<file path="src/rtl/disp_pkg.sv">
// disp_pkg: shared constants for the six-digit display multiplexer.
//   SEG_BLANK  - segment bus value with every segment off (active-low)
//   AN_OFF     - anode vector with every digit off (active-low)
//   NUM_DIGITS - number of multiplexed digits
package disp_pkg;
  localparam logic [7:0] SEG_BLANK = 8'hFF;
  localparam logic [5:0] AN_OFF = 6'b111111;
  localparam int NUM_DIGITS = 6;
endpackage

</file>
<file path="src/rtl/disp_mux6_slot_timer.sv">
// slot_timer: per-slot cycle counter and digit index for the display scan.
//   clk, rst_n      - clock, asynchronous active-low reset
//   cnt_o [N-1:0]   - cycle position inside the current slot
//   idx_o [2:0]     - current digit index, 0..5
//   slot_last_o     - high on the final clock of a slot
//   frame_last_o    - high on the final clock of slot 5 (end of frame)
module slot_timer #(
  parameter int N = 18
) (
  input  logic         clk,
  input  logic         rst_n,
  output logic [N-1:0] cnt_o,
  output logic [2:0]   idx_o,
  output logic         slot_last_o,
  output logic         frame_last_o
);
  logic [N-1:0] cnt_q;
  logic [2:0]   idx_q, idx_d;
  assign cnt_o        = cnt_q;
  assign idx_o        = idx_q;
  assign slot_last_o  = &cnt_q;
  assign frame_last_o = slot_last_o && idx_q == 3'd5;
  // Indices 6 and 7 are unreachable; recover to 0 immediately if ever seen.
  always_comb
    idx_d = idx_q > 3'd5 ? 3'd0 :
            slot_last_o  ? (idx_q == 3'd5 ? 3'd0 : idx_q + 3'd1) : idx_q;
  always_ff @(posedge clk or negedge rst_n)
    if (!rst_n) begin
      cnt_q <= '0;
      idx_q <= '0;
    end else begin
      cnt_q <= cnt_q + 1'b1;
      idx_q <= idx_d;
    end
endmodule

</file>
<file path="src/rtl/disp_mux6.sv">
// disp_mux6: six-digit time-multiplexed seven-segment driver with
// frame-synchronous snapshot, dead-time blanking, brightness and enables.
//   clk, rst_n     - clock, asynchronous active-low reset
//   in0..in5 [7:0] - active-low segment patterns, in0 = rightmost digit
//   en             - global display enable
//   dig_en [5:0]   - per-digit enable mask
//   bri [3:0]      - brightness, 0 = off, 15 = max
//   an [5:0]       - active-low anodes (registered)
//   sseg [7:0]     - active-low segment bus (registered)
//   frame_tick     - one-clock pulse on the snapshot clock (registered)
module disp_mux6 import disp_pkg::*; #(
  parameter int N     = 18,
  parameter int BLANK = 16
) (
  input  logic       clk,
  input  logic       rst_n,
  input  logic [7:0] in0,
  input  logic [7:0] in1,
  input  logic [7:0] in2,
  input  logic [7:0] in3,
  input  logic [7:0] in4,
  input  logic [7:0] in5,
  input  logic       en,
  input  logic [5:0] dig_en,
  input  logic [3:0] bri,
  output logic [5:0] an,
  output logic [7:0] sseg,
  output logic       frame_tick
);
  localparam logic [N-1:0] BLANK_C = N'(BLANK);
  logic [N-1:0] cnt;
  logic [2:0]   idx;
  logic         slot_last, frame_last, lit;
  logic [7:0]   in_w [NUM_DIGITS];
  logic [7:0]   sh_q [NUM_DIGITS];
  logic [7:0]   dig_en_w;
  logic [3:0]   bri_q;
  logic [5:0]   an_q, an_d;
  logic [7:0]   sseg_q, sseg_d;
  logic         tick_q;
  slot_timer #(.N(N)) u_timer (
    .clk         (clk),
    .rst_n       (rst_n),
    .cnt_o       (cnt),
    .idx_o       (idx),
    .slot_last_o (slot_last),
    .frame_last_o(frame_last)
  );
  assign in_w       = '{in0, in1, in2, in3, in4, in5};
  // Padding makes the enable lookup safe (dark) for the unreachable indices.
  assign dig_en_w   = {2'b00, dig_en};
  assign an         = an_q;
  assign sseg       = sseg_q;
  assign frame_tick = tick_q;
  // PWM: the top four slot-counter bits act as a coarse ramp against bri_q.
  assign lit = en && dig_en_w[idx] && cnt >= BLANK_C && bri_q != 4'd0 &&
               cnt[N-1:N-4] <= bri_q;
  always_comb begin
    an_d   = lit ? ~(6'b000001 << idx) : AN_OFF;
    sseg_d = lit ? sh_q[idx] : SEG_BLANK;
  end
  always_ff @(posedge clk or negedge rst_n)
    if (!rst_n) begin
      sh_q   <= '{default: SEG_BLANK};
      bri_q  <= '0;
      an_q   <= AN_OFF;
      sseg_q <= SEG_BLANK;
      tick_q <= 1'b0;
    end else begin
      if (frame_last) sh_q <= in_w;
      if (slot_last) bri_q <= bri;
      an_q   <= an_d;
      sseg_q <= sseg_d;
      tick_q <= frame_last;
    end
endmodule

</file>
<file path="config.mk">
export PLATFORM = sky130hd
export DESIGN_NAME = disp_mux6
export DESIGN_NICKNAME = d
export VERILOG_FILES = /design/src/rtl/disp_pkg.sv /design/src/rtl/disp_mux6_slot_timer.sv /design/src/rtl/disp_mux6.sv
export SDC_FILE = /design/constraint.sdc
export NUM_CORES = 1
export LEC_CHECK = 0
export ABC_AREA = 1
export CAP_MARGIN = 5
export CORE_UTILIZATION = 53
export CTS_CLUSTER_SIZE = 10
export DETAILED_ROUTE_END_ITERATION = 8
export PLACE_DENSITY = 0.79
export SYNTH_ARGS = -nofsm -noshare
export SYNTH_HDL_FRONTEND = slang
export SYNTH_SLANG_ARGS = --single-unit
export TNS_END_PERCENT = 50
</file>
<file path="constraint.sdc">
create_clock -name clk -period 1.72 [get_ports clk]
set_input_delay 0.258 -clock clk [delete_from_list [all_inputs] [get_ports clk]]
set_output_delay 0.258 -clock clk [all_outputs]
set_load 0.005 [all_outputs]
</file>
==> results.md, run 1 <==
- Status: finished clean
- # port buffers: 75
- Top_reg_cell synth: dfstp_2
- DRT iter0 DRCs: 174
- Overall die height: 93.5 µm
- Post-Syn Nets: 617
- Clock transition at path regs: 0.09 ns
- Core Footprint: 8180 µm²
- Clk pwr share: 0.423
- Worst vdd ir: 0.407 mV
- Full die area: 8750 µm²
- Synthesized area: 4440 µm²
- Vias per cell: 5.31
- Setup Viol. Count Final: 0
- Worst Path Buf+Inv: 2
- Layout cells sized above 1: 0.170
- Rows: 33
- Slowest stage delay, CP: 0.39 ns
- Largest net degree at the start of global routing: 35
- Vias in the first global route: 3598
- Postcts setup bufs: 0
- Worst EP arrival: 1.92 ns
- Final antenna-violating net count: 0
- Achievable Freq: 0.611 GHz
- Worst-Margin Slew: 0.381 ns
- Initial core utilization: 0.543
- Worst setup EP type: flip-flop
- Seq pwr share: 0.523
- FF+latch count, synth: 88
- CTS tree: done
- Minimum clock period: 1.64 ns
- Hold Buf Count CTS: 0
- Startpoint class of the critical path: flip-flop
- P_sw: 793 µW
- Synth async-reset ratio: 1.00
- H-tree depth: 3
- CP Cell Sequence: ha_2, nand3_2, inv_2, nand2_2, nor2_4, nand3_2, buf_6, nand2_1, nand2_1
- Largest area contributor in the netlist: dfstp_2
- TritonCTS Buffers: 9
- GRT overflow: 0
- Final Max Tran Viols: 0
- CTS Buffer Depth: 2
- DRT Pass-1 Iters: 4
- Worst Hold Class: in -> async
- CP max stage cell: dfrtp_1
- Period utilisation layout: 0.952
- Antenna violations before repair: 0
- Total power: 3.98 mW
- P_int: 3.18 mW
- WP data required: 2.00 ns
- CP Class: reg -> reg
- Final Net Count: 688
- Synth warn: 0
- Mean Syn Cell Area: 8.09 µm²
- RePlAce Congestion: 0.849
- DRC Markers: 0
- Clock sink count: 88
- Syn Inst Count: 549
- Reg2Reg Depth: 9
- Delay-heaviest family, CP: simple AND/OR/NAND/NOR gates
- Setup Skew: 0.0166 ns
- RSZ-0062 raised after global routing: yes
- Detailed Route WL: 10300 µm
- Root Buffer: clkbuf_8
- Number of flops mapped to enable cells by yosys: 0
- Dpl ws: 0.0549 ns
- Min Hold Slack: 0.102 ns
- Ranking of synthesized cells by area: dfstp_2, nand2_1, dfrtp_1
- Area of the multi-input gates: 1880 µm²
- Post-synthesis sequential area ratio: 0.513
- IO Count: 76
- Area grow syn2layout: 25.4%
- Post-synth top area share: 0.367
- Crit-path max FO: 26
- P_leak: 2.71 nW
- WP depth: 9
- Fill count: 646
- Clk Latency, worst-skew pair: 0.35 ns
- Global Route Usage Sum: 0.251
- Final setup TNS: 0 ns
- Max Cap Violations: 0
- Final WS setup: 0.0823 ns
- Comb power frac: 0.054
- DR vias: 3877
- Yosys cell types: 23
- Wire per inst: 14.1 µm
- Antenna diodes: 0
- FF/Latch Area: 2280 µm²
- Switching share of total power: 0.199
- Dpl hpwl: 7160 µm
- Post-DP Area: 5320 µm²
- Fin area: 5570 µm²
- First-pass GRT wire length: 16900 µm
- Final hold violation count: 0
- Max_slew headroom: 0.746
- Cell Pwr Density: 714 nW/µm²
- Die Width: 93.5 µm
[through the flow]
step / instances / util
2_1_floorplan: 549 / -
3_3_place_gp: 714 / 0.650
3_5_place_dp: 714 / 0.650
4_1_cts: 730 / 0.679
5_1_grt: 730 / 0.681
6_report: 730 / 0.681
[state kept, by name, summed over array words and instances (netlist names)]
name / cells
bri_q: 4
sseg: 8
an: 6
sh_q: 48
u_timer.idx_o: 3
u_timer.cnt_o: 18
frame_tick: 1
[cell usage after synthesis (all sizes together), types with 3 or more instances]
| cell | n |
|---|---|
| ha | 7 |
| dfstp | 62 |
| nand4 | 52 |
| nand3 | 31 |
| clkbuf | 10 |
| xnor2 | 6 |
| a21oi | 12 |
| buf | 23 |
| inv | 25 |
| xor2 | 9 |
| nor2 | 28 |
| dfrtp | 26 |
| nor3 | 3 |
| nand2 | 253 |
[power by group through the flow]
stage                     Combinational [mW]  Clock [mW]  Sequential [mW]
after floorplan                       0.0154           0             2.11
after global placement                 0.214           0             2.11
after detailed placement               0.217           0             2.11
after CTS                              0.217        1.70             2.08
after global routing                   0.232        1.78             2.08
final                                  0.215        1.68             2.08
[cells by family (layout without fill, tap and decap cells)]
group                    after synthesis  in the layout  synth area share
AND/OR/NAND/NOR                      367            367             0.355
adder cells (fa/ha/maj)                7              7            0.0197
AO/OA/AOI/OAI                         14             14            0.0161
buffers and inverters                 58            134            0.0665
flip-flops                            88             88             0.513
XOR/XNOR                              15             15            0.0296
[routing by layer]
metal	part of all wire	GRT usage	wire [µm]
met3	0.055	0.0285	565
met4	0.028	0.110	292
met1	0.46	0.361	4740
met5	0	0	0
met2	0.46	0.382	4680
[timing repair]
action                                  in CTS  in global routing
endpoints found under the hold margin        0                  0
endpoints found under the setup margin       0                 55
resized for setup                            0                  6
[layout by cell type (no fill, tap or decap)]
cell               n
nand2_1          251
clkdlybuf4s50_1   74
dfstp_2           62
nand4_1           52
nand3_1           29
nor2_1            25
dfrtp_1           25
inv_1             23
a21oi_1           12
buf_4             12
xor2_1             9
clkbuf_8           9
xnor2_1            6
ha_1               6
buf_12             5
nor3_1             3
bufinv_16          3
nand3_2            2
inv_2              2
nand2_2            2
nor2_4             2
inv_4              2
clkbuf_1           2
buf_6              2
nor2_2             1
a31oi_1            1
o21ai_0            1
ha_2               1
dfrtp_2            1
[area by class of cell]
type | instances | area share
sequential | 88 | 0.410
multi-input combinational | 403 | 0.337
timing repair buffer | 93 | 0.171
clock buffer | 11 | 0.0236
tap | 105 | 0.0236
clock inverter | 5 | 0.0184
inverter | 25 | 0.0169
[final timing paths]
check                           slack [ns]        startpoint  endpoint
worst max-delay path                  0.08  u_timer.cnt_o[0]  sh_q[13]
worst min-delay path                  0.10             rst_n  sh_q[41]
worst max register to register        0.08  u_timer.cnt_o[0]  sh_q[13]
worst min register to register        0.47          sh_q[42]  sh_q[42]
max in group asynchronous             1.32             rst_n   sh_q[8]
min in group clk                      0.43            in0[3]  sh_q[43]
Power figures use the tool's default switching activity.
==> run 2, diff against run 1 <==
--- a/config.mk
+++ b/config.mk
@@ -7,10 +7,11 @@
 export LEC_CHECK = 0
 export ABC_AREA = 1
 export CAP_MARGIN = 5
-export CORE_UTILIZATION = 53
+export CORE_UTILIZATION = 40
 export CTS_CLUSTER_SIZE = 10
 export DETAILED_ROUTE_END_ITERATION = 8
-export PLACE_DENSITY = 0.79
+export PLACE_DENSITY = 0.62
+export SETUP_SLACK_MARGIN = 0.3
 export SYNTH_ARGS = -nofsm -noshare
 export SYNTH_HDL_FRONTEND = slang
 export SYNTH_SLANG_ARGS = --single-unit
==> run 2 against run 1 <==
  * Clock power fell by 14%
  * Non-clock buffer count increased by 26
  * Worst hold slack better by 0.23 ns
  * Die area up 32%
  * Critical path depth increased by 1
  * Cell count increased by 8.4%
  * Combinational power increased by 2%
  * Total power down 5.9%
  * Global-route usage is 4.3 points lower
  * Sequential power hardly changed
  * Via count is 2.5% higher
  * Cell area rose by 8.0%
  * Critical path type unchanged
  * Critical endpoint is now sh_q[10]
==> results.md, run 2 (synthesis gave the netlist of run 1 again) <==
- First-pass GRT wire length: 18400 µm (+9.0%)
- Worst setup startpoint: u_timer.cnt_o[1]
- Commonest non-fill, non-tap cell in the layout: nand2_1
- Vias in the first global route: 3734 (+3.8%)
- Worst Hold Class: in -> async
- Period utilisation layout: 0.963 (+0.0107)
- Delay-heaviest family, CP: simple AND/OR/NAND/NOR gates
- Final Net Count: 714 (+3.8%)
- Final antenna-violating net count: 0 (unchanged)
- GRT overflow: 0 (unchanged)
- Largest net degree at the start of global routing: 33 (-5.7%)
- # port buffers: 75 (unchanged)
- Area grow syn2layout: 35.5%
- Max_slew headroom: 0.770 (+0.0235)
- Detailed Route WL: 12100 µm (+18%)
- RSZ-0062 raised after global routing: yes
- Setup Skew: 0.0163 ns (-0.000215 ns)
- Total power: 3.74 mW (-5.9%)
- CP Class: reg -> reg
- TritonCTS Buffers: 9 (unchanged)
- Top reg by flops: sh_q
- WP data required: 2.01 ns (about the same)
- Final hold violation count: 0 (unchanged)
- Antenna violations before repair: 0 (unchanged)
- CTS Buffer Depth: 2 (unchanged)
- Layout cells sized above 1: 0.237 (+0.0670)
- DRT iter0 DRCs: 259 (+49%)
- R2R setup slack: 0.06 ns (-0.02 ns)
- Status: finished clean
- RePlAce Congestion: 0.868 (+2.3%)
- Dpl hpwl: 7560 µm (+5.6%)
- Worst setup EP type: flip-flop
- Commonest non-fill, non-tap cells in the layout: nand2_1, dfstp_2, clkdlybuf4s50_1, nand4_1, buf_4
- Overall die height: 107 µm (+15%)
- Worst EP arrival: 1.95 ns (+0.03 ns)
- Setup Viol. Count Final: 0 (unchanged)
- Crit-path max FO: 6 (-77%)
- Clk Latency, worst-skew pair: 0.36 ns (about the same)
- CP Cell Sequence: ha_2, nand3_4, inv_2, nand2_4, nor2_4, nand3_4, buf_4, clkbuf_16, nand2_1, nand2_1
- Worst vdd ir: 0.450 mV (+11%)
- Rows: 38 (+15%)
- Startpoint class of the critical path: flip-flop
- Clock sink count: 88 (unchanged)
- Antenna diodes: 0 (unchanged)
- Worst Path Buf+Inv: 3 (+1)
- Slowest stage delay, CP: 0.39 ns (about the same)
- Achievable Freq: 0.604 GHz (-1.1%)
- CTS tree: done
- IO Count: 76 (unchanged)
- Max reg flops: 48 (unchanged)
- Root Buffer: clkbuf_8
- Full die area: 11500 µm² (+32%)
- Vias per cell: 5.02 (-5.5%)
- H-tree depth: 3 (unchanged)
- Final setup TNS: 0 ns (unchanged)
- Minimum clock period: 1.66 ns (+0.0184 ns)
- Cell Pwr Density: 622 nW/µm² (-13%)
- Global Route Usage Sum: 0.208 (-0.0426)
- Core Footprint: 10800 µm² (+33%)
- Initial core utilization: 0.410 (-0.134)
- Max Cap Violations: 0 (unchanged)
- CP max stage cell: dfrtp_1
- Clock transition at path regs: 0.09 ns (about the same)
- Worst-Margin Slew: 0.345 ns (-0.0353 ns)
- DRC Markers: 0 (unchanged)
- Worst r2r src: u_timer.cnt_o[1]
- DR vias: 3972 (+2.5%)
- Final Max Tran Viols: 0 (unchanged)
- DRT Pass-1 Iters: 4 (unchanged)
- Die Width: 107 µm (+15%)
- P_leak: 2.86 nW (+5.6%)
- Wire per inst: 15.4 µm (+9.1%)
-- run 2: worst paths after layout --
check,endpoint,cells past startpoint
max,sh_q[10],10
min,frame_tick,2
max reg2reg,sh_q[10],10
min reg2reg,sh_q[16],2
max in group asynchronous,sh_q[3],3
min in group clk,sh_q[43],3
-- run 2: layer usage --
layer,GRT usage,part of all wire
met5,0,0
met4,0.0832,0.018
met3,0.0260,0.054
met2,0.317,0.46
met1,0.301,0.47
-- run 2: worst reg2reg max path: stages (launching register included) --
cell	delay (ns)
dfrtp_1	0.39
ha_2	0.23
nand3_4	0.09
inv_2	0.08
nand2_4	0.05
nor2_4	0.18
nand3_4	0.13
buf_4	0.18
clkbuf_16	0.16
nand2_1	0.06
nand2_1	0.04
-- run 2: through the flow --
step	hold slack (ns)	setup WS, ns	utilization	area [µm²]	std cells
finish	0.327	0.0639	0.555	6020	791
global route	0.334	-0.0153	0.555	6020	791
floorplan	-0.0376	0.308	-	4450	549
detailed placement	0.151	0.141	0.498	5400	751
global placement	0.152	0.175	0.498	5400	751
CTS	0.310	0.140	0.531	5760	776
-- run 2: where the power goes --
| part | switching, mW | total, mW | leakage [nW] | internal, mW |
|---|---|---|---|---|
| registers | 0.000172 | 2.08 | 0.980 | 2.08 |
| logic | 0.0817 | 0.220 | 1.79 | 0.138 |
| clock network | 0.777 | 1.44 | 0.0959 | 0.667 |
| total | 0.858 | 3.74 | 2.86 | 2.88 |
-- run 2: what timing repair did --
item	in CTS	in global routing
gates resized for setup	24	27
hold endpoints to repair	9	0
gates cloned	3	5
hold buffers	1	0
buffers inserted	5	10
pin swaps	0	5
endpoints found under the setup margin	85	79
-- run 2: cell type report --
class,count,area [µm²]
clock inverter,4,35.0
sequential,88,2280
multi-input combinational,403,1980
tap,140,175
timing repair buffer,119,1290
inverter,25,93.8
fill,998,4820
clock buffer,12,166
==> run 3, diff against run 2 <==
--- a/config.mk
+++ b/config.mk
@@ -12,6 +12,7 @@
 export DETAILED_ROUTE_END_ITERATION = 8
 export PLACE_DENSITY = 0.62
 export SETUP_SLACK_MARGIN = 0.3
+export SLEW_MARGIN = 20
 export SYNTH_ARGS = -nofsm -noshare
 export SYNTH_HDL_FRONTEND = slang
 export SYNTH_SLANG_ARGS = --single-unit
==> results of run 3 <==
The final DEF is identical to that of run 2; final timing and power are the same.
